**src/rtl/mem_arb_pkg.sv**
```systemverilog
// mem_arb_pkg: shared state encoding, requester IDs and memory geometry for mem_dat_arbiter
package mem_arb_pkg;
    typedef enum logic [1:0] {
        IDLE   = 2'd0,
        ACCESS = 2'd1,
        RESP   = 2'd2
    } state_t;
    localparam logic REQ_CPU   = 1'b0;
    localparam logic REQ_DBG   = 1'b1;
    localparam int   MEM_DEPTH = 256;
    localparam int   MEM_IDX_W = $clog2(MEM_DEPTH);
endpackage

```
**src/rtl/rr_pick2.sv**
```systemverilog
// rr_pick2: two-way round-robin picker; prio names the winner only when both request
module rr_pick2
    import mem_arb_pkg::*;
(
    input  logic [1:0] req,
    input  logic       prio,
    output logic       gnt_valid,
    output logic       gnt_id
);
    assign gnt_valid = |req;
    assign gnt_id    = (&req) ? prio : req[REQ_DBG];
endmodule

```
**src/rtl/mem_dat_arbiter.sv**
```systemverilog
// mem_dat_arbiter: round-robin CPU/debug sequencer for the data memory port; MEM_DAT_ARB_RANGE_CHK_EN adds range errors
module mem_dat_arbiter
    import mem_arb_pkg::*;
#(
    parameter int DATA_W = 64,
    parameter int ADDR_W = 64,
    parameter int DEPTH  = 2 ** MEM_IDX_W
) (
    input  logic              clock,
    input  logic              reset,
    input  logic              cpu_req,
    input  logic              cpu_we,
    input  logic [ADDR_W-1:0] cpu_addr,
    input  logic [DATA_W-1:0] cpu_wdata,
    output logic              cpu_ack,
    output logic [DATA_W-1:0] cpu_rdata,
    input  logic              dbg_req,
    input  logic              dbg_we,
    input  logic [ADDR_W-1:0] dbg_addr,
    input  logic [DATA_W-1:0] dbg_wdata,
    output logic              dbg_ack,
    output logic [DATA_W-1:0] dbg_rdata,
    output logic              mem_esc,
    output logic [ADDR_W-1:0] mem_addr,
    output logic [DATA_W-1:0] mem_wdata,
    input  logic [DATA_W-1:0] mem_rdata,
`ifdef MEM_DAT_ARB_RANGE_CHK_EN
    output logic              cpu_err,
    output logic              dbg_err,
`endif
    output logic              busy
);
`ifdef MEM_DAT_ARB_RANGE_CHK_EN
    localparam bit CHK = 1'b1;
    logic err_q;
`else
    localparam bit CHK = 1'b0;
`endif
    state_t            state_q;
    logic              prio_q, owner_q, we_q, ack_q;
    logic [ADDR_W-1:0] addr_q;
    logic [DATA_W-1:0] wdata_q, rdata_q;
    logic              gnt_valid, gnt_id, bad;

    rr_pick2 u_pick (
        .req      ({dbg_req, cpu_req}),
        .prio     (prio_q),
        .gnt_valid(gnt_valid),
        .gnt_id   (gnt_id)
    );

    // Without the range check, bad is constant 0 and addresses alias modulo DEPTH
    assign bad = CHK && (addr_q >= ADDR_W'(DEPTH));

    always_ff @(posedge clock) begin
        if (reset) begin
            state_q <= IDLE;
            prio_q  <= REQ_CPU;
            owner_q <= REQ_CPU;
            we_q    <= 1'b0;
            ack_q   <= 1'b0;
            addr_q  <= '0;
            wdata_q <= '0;
            rdata_q <= '0;
`ifdef MEM_DAT_ARB_RANGE_CHK_EN
            err_q   <= 1'b0;
`endif
        end else begin
            case (state_q)
                IDLE: if (gnt_valid) begin
                    owner_q <= gnt_id;
                    we_q    <= gnt_id ? dbg_we    : cpu_we;
                    addr_q  <= gnt_id ? dbg_addr  : cpu_addr;
                    wdata_q <= gnt_id ? dbg_wdata : cpu_wdata;
                    state_q <= ACCESS;
                end
                ACCESS: begin
                    rdata_q <= bad ? '0 : mem_rdata;
                    ack_q   <= 1'b1;
`ifdef MEM_DAT_ARB_RANGE_CHK_EN
                    err_q   <= bad;
`endif
                    state_q <= RESP;
                end
                RESP: begin
                    ack_q   <= 1'b0;
                    prio_q  <= ~owner_q;
                    state_q <= IDLE;
                end
                default: state_q <= IDLE;
            endcase
        end
    end

    assign mem_esc   = (state_q == ACCESS) && we_q && !reset && !bad;
    assign mem_addr  = addr_q;
    assign mem_wdata = wdata_q;
    assign cpu_ack   = ack_q && (owner_q == REQ_CPU);
    assign dbg_ack   = ack_q && (owner_q == REQ_DBG);
    assign cpu_rdata = rdata_q;
    assign dbg_rdata = rdata_q;
    assign busy      = (state_q != IDLE);
`ifdef MEM_DAT_ARB_RANGE_CHK_EN
    assign cpu_err   = cpu_ack && err_q;
    assign dbg_err   = dbg_ack && err_q;
`endif
endmodule

```
**config.mk**
```make
export PLATFORM = sky130hd
export DESIGN_NAME = mem_dat_arbiter
export DESIGN_NICKNAME = d
export VERILOG_FILES = /design/src/rtl/mem_arb_pkg.sv /design/src/rtl/rr_pick2.sv /design/src/rtl/mem_dat_arbiter.sv
export SDC_FILE = /design/constraint.sdc
export NUM_CORES = 1
export LEC_CHECK = 0
export CORE_AREA = 2 2 229 231
export DETAILED_ROUTE_END_ITERATION = 8
export DIE_AREA = 0 0 231 233
export PLACE_DENSITY = 0.52
export SLEW_MARGIN = 20
export SYNTH_ARGS = -nofsm -noshare
export SYNTH_HDL_FRONTEND = slang
export SYNTH_HIERARCHICAL = 1
export SYNTH_SLANG_ARGS = --single-unit
```
**constraint.sdc**
```tcl
create_clock -name clock -period 4.17 [get_ports clock]
set_clock_uncertainty 0.15 [all_clocks]
set_input_delay 0.6255 -clock clock [delete_from_list [all_inputs] [get_ports clock]]
set_output_delay 0.6255 -clock clock [all_outputs]
set_load 0.01 [all_outputs]
```
==> key figures, run 1 <==
Status
  – Status: finished, final reports clean

Synthesis
  – Mapped Area: 0.00968 mm²
  – Synth Instances: 878
  – Register area share after synthesis: 40.9%
  – Synth unique cells: 22
  – Yosys reg bits: about 200
  – Post-synthesis average cell area: 11.0 µm²
  – Synth warnings: 6
  – Mapped Nets: 1209

Placed design
  – Detailed Place HPWL: 28800 µm
  – Total placed cells including tap cells: 2026
  – GP Congestion: 0.779
  – Post-Place Setup Slack: 1300 ps
  – Placement Cell Area: 0.0155 mm²
  – Port buffer count: 585

Detailed routing
  – Vias: 8144
  – Final ANT Viol Nets: 0
  – WL final: approximately 37000 µm
  – DR pass1 iterations: 4
  – Iteration-0 DRC Markers: approximately 240
  – DRC viols: 0
  – Vias per cell: between 3 and 4
  – Wirelength per Cell: 18.2 µm

Global route
  – Congestion Overflow GR: 0
  – Vias in the first global route: 8411
  – Global Route met2 Usage: a little under a quarter
  – Total GRT Usage: 13.6%
  – M1 GR Usage: 14.7%
  – Initial antenna violation count: 7
  – Global-route wire length before repair: 53300 µm
  – Busiest grt layer: met2
  – Met3 layer usage reported by global route: 5.18%
  – Largest net degree at the start of global routing: 94

Cells and area
  – Layout cells sized above 1: 17.9%
  – Post-Layout Cell Count: 2061
  – Core Util, Final: 31.5%
  – Synthesis-to-finish area growth: 66.2%
  – NumNets Final: ~1700
  – Final instance area: 0.0161 mm²
  – Layout fillers: 5223

Setup path
  – Worst-path fanout max: 4
  – Worst r2r path cells: 7
  – CP arrival: 1880 ps
  – Crit path from: state_q[0]$_SDFFE_PP0P_
  – Worst path max stage delay: 540 ps
  – Worst setup endpoint: busy
  – WP data required: between 3000 and 4000 ps
  – R2r startpoint: state_q[1]$_SDFFE_PP0P_
  – Crit end category: output port
  – Crit-path cells: inv_1 -> ha_1 -> inv_1 -> clkdlybuf4s50_1
  – Worst setup path class: register to output port
  – CP Launch Type: register
  – R2R Path End: mem_addr[25]$_SDFFE_PP0P_
  – Most used cell, CP: inv_1
  – R2r setup slk: 1870 ps
  – Worst path slowest cell: clkdlybuf4s50_1

Power
  – Pleak: 5.73 nW
  – Tot Pwr: roughly 6 mW
  – Peak VDD IR: 0.253 mV
  – PwrDens: 378 mW/mm²

STA
  – Final Hold Vio Count: 0
  – WHS: ~350 ps
  – Final setup margin: 1510 ps
  – RSZ-0062 raised after global routing: no
  – Minimum clock period: 2660 ps
  – Final period util: between 60% and 70%
  – Final setup TNS: 0 ps
  – Max Fclk: 0.376 GHz
  – Worst rel slew slack: between 30 and 40%
  – Worst Tran Pin Value: just over 900 ps
  – Final setup fails: 0
  – Slew Limit Fails: 0

CTS
  – Longest Clk Path Bufs: 2
  – Num CTS Buffers: 17
  – Sink Count: between 150 and 200
  – CTS tree: done
  – Clk Latency, worst-skew pair: 490 ps
  – Post CTS Setup Buffer Count: 0
  – CTS H-tree depth: 4
  – Root Buffer: clkbuf_16
  – Clock slew at reported path FFs: around 80 ps
  – Hold Buf Count CTS: 0
  – CTS resizes: 0

Die
  – Boundary pin count: 586
  – CORE AREA: 0.0511 mm²
  – Die Span Y: 233 µm
  – Full die area: 0.0538 mm²
  – Num rows: 83
  – Die Width: between 200 and 250 µm
  – Initial Util: a little under a fifth

Run
  – Number of max-cap violations: 0

Hold path
  – Hold WC Path Type: register to register
[where the power goes]
part | total (mW) | internal [mW] | switching (mW)
registers | 2.33 | 2.14 | 0.185
logic | 2.15 | 1.19 | 0.959
clock network | 1.61 | 0.808 | 0.800
[registers in the layout, indices dropped and copies added (netlist names)]
register	flops
ack_q	1
mem_wdata	64
we_q	1
state_q	2
cpu_rdata	64
owner_q	1
prio_q	1
mem_addr	64
[worst min-delay path by stage]
stage	endpoint	start	cells after the start
6_report	mem_wdata[15]$_SDFFE_PP0P_	mem_wdata[15]$_SDFFE_PP0P_	2
5_1_grt	mem_addr[57]$_SDFFE_PP0P_	reset	2
4_1_cts	mem_addr[57]$_SDFFE_PP0P_	reset	2
3_5_place_dp	prio_q$_SDFFE_PP0N_	prio_q$_SDFFE_PP0N_	2
3_3_place_gp	mem_wdata[10]$_SDFFE_PP0P_	mem_wdata[10]$_SDFFE_PP0P_	2
2_1_floorplan	prio_q$_SDFFE_PP0N_	prio_q$_SDFFE_PP0N_	2
[cells by family after synthesis]
| logic type | after synthesis | share of synthesized area, % |
|---|---|---|
| AO/OA/AOI/OAI | 131 | 15.9 |
| adder cells (fa/ha/maj) | 5 | 0.646 |
| buffers and inverters | 142 | 12.0 |
| flip-flops | 198 | 40.9 |
| multiplexers | 197 | 20.4 |
| AND/OR/NAND/NOR | 205 | 10.2 |
[metal layers]
layer / vias up / share of wire (%)
met3: 35 / 8.9
li1: 3985 / -
met4: 2 / 1.7
met5: - / 0.035
met2: 383 / 50
met1: 3739 / 39
[cell type report]
cell class                 instances  area (µm²)  share of cell area [%]
timing repair buffer             605        6120                    38.0
multi-input combinational        538        4590                    28.5
clock buffer                      21         470                    2.92
tap                              680         851                    5.29
clock inverter                    10        70.1                   0.435
sequential                       198        3960                    24.6
inverter                           5        18.8                   0.117
antenna                            4        10.0                  0.0622
[cells in the final DEF (no fill, tap or decap)]
cell and instances:
buf_4 11, ha_4 1, clkinv_4 1, nand2b_1 1
clkinv_2 4, nor2b_1 1, dfxtp_1 198, or2_1 1
a211oi_2 111, inv_6 3, mux2i_1 197, ha_1 4
a211oi_1 19, clkbuf_16 17, nor2_1 117, and2_4 1
a21boi_4 1, inv_1 5, nor2_2 82, clkinvlp_4 2
nand2_1 1, clkbuf_1 1, and2_1 1, buf_12 9
clkdlybuf4s50_1 584, diode_2 4, clkbuf_8 4
[critical path, delay by kind of cell, from the launching register on]
family	cells	cell delay (ps)
adder cells (fa/ha/maj)	1	260
buffers and inverters	3	720
flip-flops	1	420
[synthesized netlist by cell type]
library cell	n	area [µm²]
mux2i_1	197	1970
buf_2	17	85.1
or2_1	1	6.26
a211oi_1	19	143
dfxtp_1	198	3960
nor2_2	82	513
a211oi_2	111	1390
nor2b_1	1	6.26
nand2b_1	1	6.26
dlygate4sd1_1	3	26.3
clkbuf_1	9	33.8
buf_6	13	146
nand2_1	1	3.75
ha_1	5	62.6
buf_8	2	30.0
inv_1	5	18.8
and2_1	2	12.5
buf_1	1	3.75
buf_12	10	200
nor2_1	117	439
buf_4	82	616
a21boi_1	1	7.51
Note: power is estimated with default switching activity, not from simulation.
==> inputs of run 2 (changes only) <==
--- a/config.mk
+++ b/config.mk
@@ -5,10 +5,10 @@
 export SDC_FILE = /design/constraint.sdc
 export NUM_CORES = 1
 export LEC_CHECK = 0
-export CORE_AREA = 2 2 229 231
+export CORE_AREA = 2 2 230 232
 export DETAILED_ROUTE_END_ITERATION = 8
-export DIE_AREA = 0 0 231 233
-export PLACE_DENSITY = 0.52
+export DIE_AREA = 0 0 232 234
+export PLACE_DENSITY = 0.54
 export SLEW_MARGIN = 20
 export SYNTH_ARGS = -nofsm -noshare
 export SYNTH_HDL_FRONTEND = slang
==> constraint.sdc (replaced) <==
create_clock -name clock -period 2.4 [get_ports clock]
set_clock_uncertainty 0.15 [all_clocks]
set_input_delay 0.36 -clock clock [delete_from_list [all_inputs] [get_ports clock]]
set_output_delay 0.36 -clock clock [all_outputs]
set_load 0.01 [all_outputs]
==> run 2 against run 1 <==
  * Cell area grew 1.7%
  * First-iteration DRC count up 0.41%
  * Setup slack lost 1300 ps
  * Utilization about the same
  * Via count grew 1.2%
  * Critical endpoint unchanged
  * Largest cell class unchanged
==> key figures, run 2 (synthesis gave the netlist of run 1 again) <==
CTS
  – Root Buffer: clkbuf_16
  – Sink Count: 198 (unchanged)
  – CTS H-tree depth: 4 (unchanged)
  – Longest Clk Path Bufs: 2 (unchanged)
  – CTS tree: done
  – Clock slew at reported path FFs: 80 ps (about the same)
  – Clk Latency, worst-skew pair: 480 ps (about the same)
  – Num CTS Buffers: 17 (unchanged)

Detailed routing
  – WL final: 37100 µm (-1.1%)
  – Highest routed layer: met5
  – Wire length on met3: 3190 µm (-4.1%)
  – DRC viols: 0 (unchanged)
  – Vias: 8245 (+1.2%)
  – Final ANT Viol Nets: 0 (unchanged)
  – Wl on met1: 14300 µm (-2.7%)
  – Met2 routed WL: 19100 µm (+1.7%)
  – DR pass1 iterations: 5 (+1)
  – Wirelength per Cell: 17.7 µm (-2.6%)
  – Vias per cell: 3.94 (-0.26%)
  – Iteration-0 DRC Markers: 243 (+0.41%)

Setup path
  – R2r startpoint: state_q[1]$_SDFFE_PP0P_
  – Crit path from: state_q[0]$_SDFFE_PP0P_
  – CP arrival: 1680 ps (-200 ps)
  – WP data required: 1890 ps (-1500 ps)
  – CP Launch Type: register
  – Worst setup path class: register to output port
  – Worst-path fanout max: 4 (unchanged)
  – Crit end category: output port

Cells and area
  – Most common cell after layout, fill and taps aside: clkdlybuf4s50_1
  – NumNets Final: 1721 (+1.5%)
  – Layout fillers: 5326 (+2.0%)
  – Core Util, Final: 31.5% (about the same)
  – Post-Layout Cell Count: 2092 (+1.5%)
  – Layout cells sized above 1: 19.5% (+1.6 points)
  – Most frequent cells in the layout: 582 x clkdlybuf4s50_1, 198 x dfxtp_1, 197 x mux2i_1
  – Synthesis-to-finish area growth: 69.1%

Die
  – CORE AREA: 0.0520 mm² (+1.8%)
  – Full die area: 0.0543 mm² (+0.86%)
  – Boundary pin count: 586 (unchanged)
  – Die Span Y: 234 µm (+0.43%)
  – Initial Util: 18.6% (-0.34 points)
  – Die Width: 232 µm (+0.43%)
  – Num rows: 84 (+1.2%)

STA
  – Final Hold Vio Count: 0 (unchanged)
  – Minimum clock period: 2190 ps
  – Max Fclk: 0.456 GHz
  – Worst rel slew slack: 66.7% (+29 points)
  – Final period util: 91.3%
  – Final setup fails: 0 (unchanged)
  – Worst Tran Pin Value: 499 ps (-433 ps)
  – Slew Limit Fails: 0 (unchanged)
  – RSZ-0062 raised after global routing: no

Global route
  – Total GRT Usage: 13.1% (-0.45 points)
  – Congestion Overflow GR: 0 (unchanged)
  – Largest net degree at the start of global routing: 65 (-31%)
  – Global-route wire length before repair: 52400 µm (-1.7%)
  – Vias in the first global route: 8441 (+0.36%)
  – Initial antenna violation count: 8 (+1)

Power
  – Peak VDD IR: 0.378 mV (+49%)
  – Tot Pwr: 10.7 mW (+75%)
  – Pleak: 5.89 nW (+2.7%)
  – PwrDens: 651 mW/mm² (+72%)

Hold path
  – Hold WC Path Type: input pin to register
  – Hold Path Origin: reset

Placed design
  – Detailed Place HPWL: 29600 µm (+2.5%)
  – Port buffer count: 585 (unchanged)
  – Total placed cells including tap cells: 2059 (+1.6%)
  – GP Congestion: 0.780 (about the same)

Status
  – Status: finished, final reports clean

Run
  – Number of max-cap violations: 0 (unchanged)
[run 2: cell count changes in the layout (fill, tap and decap cells not counted), sizes merged]
cell           delta
buf              +26
clkbuf            -4
diode             -3
clkdlybuf4s50     -2
dlygate4sd2       +2
inv               +2
clkinv            +1
clkinvlp          +1
[run 2: worst paths after layout]
path,to,slack (ps),cells past startpoint
min,cpu_rdata[49]$_SDFFE_PP0N_,190,3
max,busy,210,4
max reg2reg,mem_wdata[4]$_SDFFE_PP0P_,500,7
min reg2reg,mem_addr[49]$_SDFFE_PP0P_,350,2
[run 2: what timing repair did]
| item | 4_1_cts | 5_1_grt |
|---|---|---|
| setup endpoints to repair | 2 | 0 |
| hold endpoints to repair | 0 | 0 |
| gates resized for setup | 2 | 0 |
| hold buffers | 0 | 0 |
| setup buffers | 0 | 0 |
[run 2: where the power goes]
| group | internal (mW) | switching [mW] | total, mW |
|---|---|---|---|
| clock | 1.38 | 1.43 | 2.81 |
| combinational | 2.14 | 1.68 | 3.82 |
| sequential | 3.72 | 0.316 | 4.04 |
[run 2: metal layers]
metal	up-vias	global-route usage (%)
met3	33	4.86
met1	3800	14.1
met2	380	24.2
met4	2	3.29
met5	-	0
li1	4030	-
[run 2: worst max-delay path, cell delays in order, from the launching register on]
cell and delay (ps):
dfxtp_1 430, inv_1 110, ha_1 250, inv_1 100, dlygate4sd2_1 310
[run 2: per-stage QoR]
step / area [µm²] / hold slack (ps) / TNS (ps) / setup WS (ps)
final: 16400 / 188 / 0 / 208
after global routing: 16400 / 178 / 0 / 75.9
after CTS: 16400 / 151 / 0 / 103
after detailed placement: 15800 / 338 / 0 / 9.04
after global placement: 15800 / 331 / -15.1 / -15.1
after floorplan: 9680 / 310 / 0 / 665
[run 2: layout make-up]
type                       instances  area (µm²)  area share, %
timing repair buffer             630        6380           39.0
multi-input combinational        538        4590           28.0
sequential                       198        3960           24.2
tap                              688         861           5.26
clock buffer                      18         439           2.68
clock inverter                    14         116          0.711
inverter                           5        18.8          0.115
antenna                            1        2.50         0.0153
==> inputs of run 3 (changes only) <==
--- a/config.mk
+++ b/config.mk
@@ -9,7 +9,8 @@
 export DETAILED_ROUTE_END_ITERATION = 8
 export DIE_AREA = 0 0 232 234
 export PLACE_DENSITY = 0.54
-export SLEW_MARGIN = 20
+export SKIP_CTS_REPAIR_TIMING = 1
+export SLEW_MARGIN = 30
 export SYNTH_ARGS = -nofsm -noshare
 export SYNTH_HDL_FRONTEND = slang
 export SYNTH_HIERARCHICAL = 1
==> run 3 against run 2 <==
  * Sequential cell count unchanged
  * Cell count did not move
  * Global-route usage is the same
  * Clock power hardly changed
  * Sequential share of layout area hardly changed
  * Highest routed layer unchanged
  * Routed wire length grew 0.15%
  * Critical endpoint is now dbg_ack
  * Power barely moved
==> key figures, run 3 (synthesis gave the netlist of run 1 again) <==
CTS
  – CTS tree: done
  – Clk Latency, worst-skew pair: 480 ps (about the same)
  – Root Buffer: clkbuf_16
  – Num CTS Buffers: 17 (unchanged)
  – Longest Clk Path Bufs: 2 (unchanged)
  – CTS H-tree depth: 4 (unchanged)
  – Sink Count: 198 (unchanged)
  – Clock slew at reported path FFs: 80 ps (about the same)

Cells and area
  – Final instance area: 0.0164 mm² (about the same)
  – Synthesis-to-finish area growth: 69.1% (about the same)
  – NumNets Final: 1721 (unchanged)
  – Layout cells sized above 1: 19.7% (+0.14 points)
  – Most frequent cells in the layout: 582 x clkdlybuf4s50_1, 197 x mux2i_1, 197 x dfxtp_1
  – Most common cell after layout, fill and taps aside: clkdlybuf4s50_1
  – Core Util, Final: 31.5% (about the same)
  – Layout fillers: 5325 (-0.019%)

Power
  – PwrDens: 652 mW/mm² (about the same)
  – Pleak: 5.91 nW (+0.39%)
  – Peak VDD IR: 0.379 mV (about the same)

Setup path
  – CP arrival: 1610 ps (-70 ps)
  – Worst setup path class: register to output port
  – WP data required: 1890 ps (about the same)
  – Worst-path fanout max: 4 (unchanged)
  – R2r setup slk: 530 ps (+30 ps)
  – CP Launch Type: register
  – Crit end category: output port

Detailed routing
  – Vias: 8258 (+0.16%)
  – Final ANT Viol Nets: 0 (unchanged)
  – DRC viols: 0 (unchanged)
  – Vias per cell: 3.95 (+0.16%)
  – Wirelength per Cell: 17.7 µm (+0.15%)
  – WL final: 37100 µm (+0.15%)
  – DR pass1 iterations: 5 (unchanged)
  – Iteration-0 DRC Markers: 234 (-3.7%)

STA
  – RSZ-0062 raised after global routing: no
  – Final Hold Vio Count: 0 (unchanged)
  – Minimum clock period: 2120 ps (-71.0 ps)
  – Final period util: 88.4% (-3.0 points)
  – Worst Tran Pin Value: 500 ps (+1.11 ps)
  – Max Fclk: 0.472 GHz (+3.3%)
  – Worst rel slew slack: 66.6% (-0.074 points)
  – Slew Limit Fails: 0 (unchanged)
  – Final setup fails: 0 (unchanged)

Global route
  – Vias in the first global route: 8441 (unchanged)
  – Global Route met2 Usage: 24.2% (unchanged)
  – Total GRT Usage: 13.1% (unchanged)
  – M1 GR Usage: 14.1% (unchanged)
  – Congestion Overflow GR: 0 (unchanged)
  – Largest net degree at the start of global routing: 65 (unchanged)
  – Busiest grt layer: met2
  – Global-route wire length before repair: 52400 µm (unchanged)
  – Met3 layer usage reported by global route: 4.86% (unchanged)
  – Initial antenna violation count: 8 (unchanged)

Die
  – CORE AREA: 0.0520 mm² (unchanged)
  – Boundary pin count: 586 (unchanged)
  – Die Width: 232 µm (unchanged)
  – Initial Util: 18.6% (unchanged)
  – Num rows: 84 (unchanged)
  – Die Span Y: 234 µm (unchanged)
  – Full die area: 0.0543 mm² (unchanged)

Placed design
  – Port buffer count: 585 (unchanged)
  – GP Congestion: 0.780 (unchanged)
  – Detailed Place HPWL: 29600 µm (unchanged)
  – Placement Cell Area: 0.0158 mm² (unchanged)

Hold path
  – Hold WC Path Type: input pin to register

Status
  – Status: finished, final reports clean

Run
  – Number of max-cap violations: 0 (unchanged)
## run 3: cell types whose count changed in the layout (fill, tap and decap cells not counted)
cell / delta
dlygate4sd2_1: -2
dlymetal6s2s_1: +2
dfxtp_2: +1
inv_2: +1
inv_1: -1
dfxtp_1: -1
## run 3: path summary, 6_finish.rpt
check                                to  depth (start not counted)                 startpoint
max                             dbg_ack                          2       owner_q$_SDFFE_PP0P_
min          cpu_rdata[49]$_SDFFE_PP0N_                          3                      reset
max reg2reg   mem_wdata[6]$_SDFFE_PP0P_                          6        prio_q$_SDFFE_PP0N_
min reg2reg   mem_addr[49]$_SDFFE_PP0P_                          2  mem_addr[49]$_SDFFE_PP0P_
## run 3: cell type report
type | count | area (µm²) | share of cell area [%]
Clock inverter | 14 | 116 | 0.710
Tap cell | 688 | 861 | 5.26
Antenna cell | 1 | 2.50 | 0.0153
Sequential cell | 198 | 3970 | 24.2
Multi-Input combinational cell | 538 | 4590 | 28.0
Timing Repair Buffer | 630 | 6390 | 39.0
Clock buffer | 18 | 439 | 2.68
Inverter | 5 | 18.8 | 0.115
## run 3: power breakdown
group / total, mW / leakage [nW] / internal, mW / switching [mW]
registers: 4.04 / 1.64 / 3.72 / 0.316
clock network: 2.82 / 0.267 / 1.38 / 1.44
logic: 3.82 / 4.01 / 2.14 / 1.68
## run 3: critical path: stages (launching register included)
cell             delay [ps]
dfxtp_1                 370
and2_1                  180
clkdlybuf4s50_1         580
## run 3: through the flow
step           std cells  TNS, ps  setup WS [ps]  total power [mW]  hold WS (ps)
2_1_floorplan        878        0            665              6.13           310
4_1_cts             2091     -259           -172              10.9           151
6_report            2092        0            279              10.7           188
3_5_place_dp        2059        0           9.04              7.99           338
3_3_place_gp        2059    -15.1          -15.1              7.95           331
5_1_grt             2092        0            162              11.3           178
## run 3: routing by layer
| layer | vias up | routed length (µm) |
|---|---|---|
| met5 | - | 16 |
| met4 | 2 | 454 |
| met3 | 33 | 3230 |
| met2 | 384 | 19100 |
| met1 | 3809 | 14300 |
| li1 | 4030 | - |
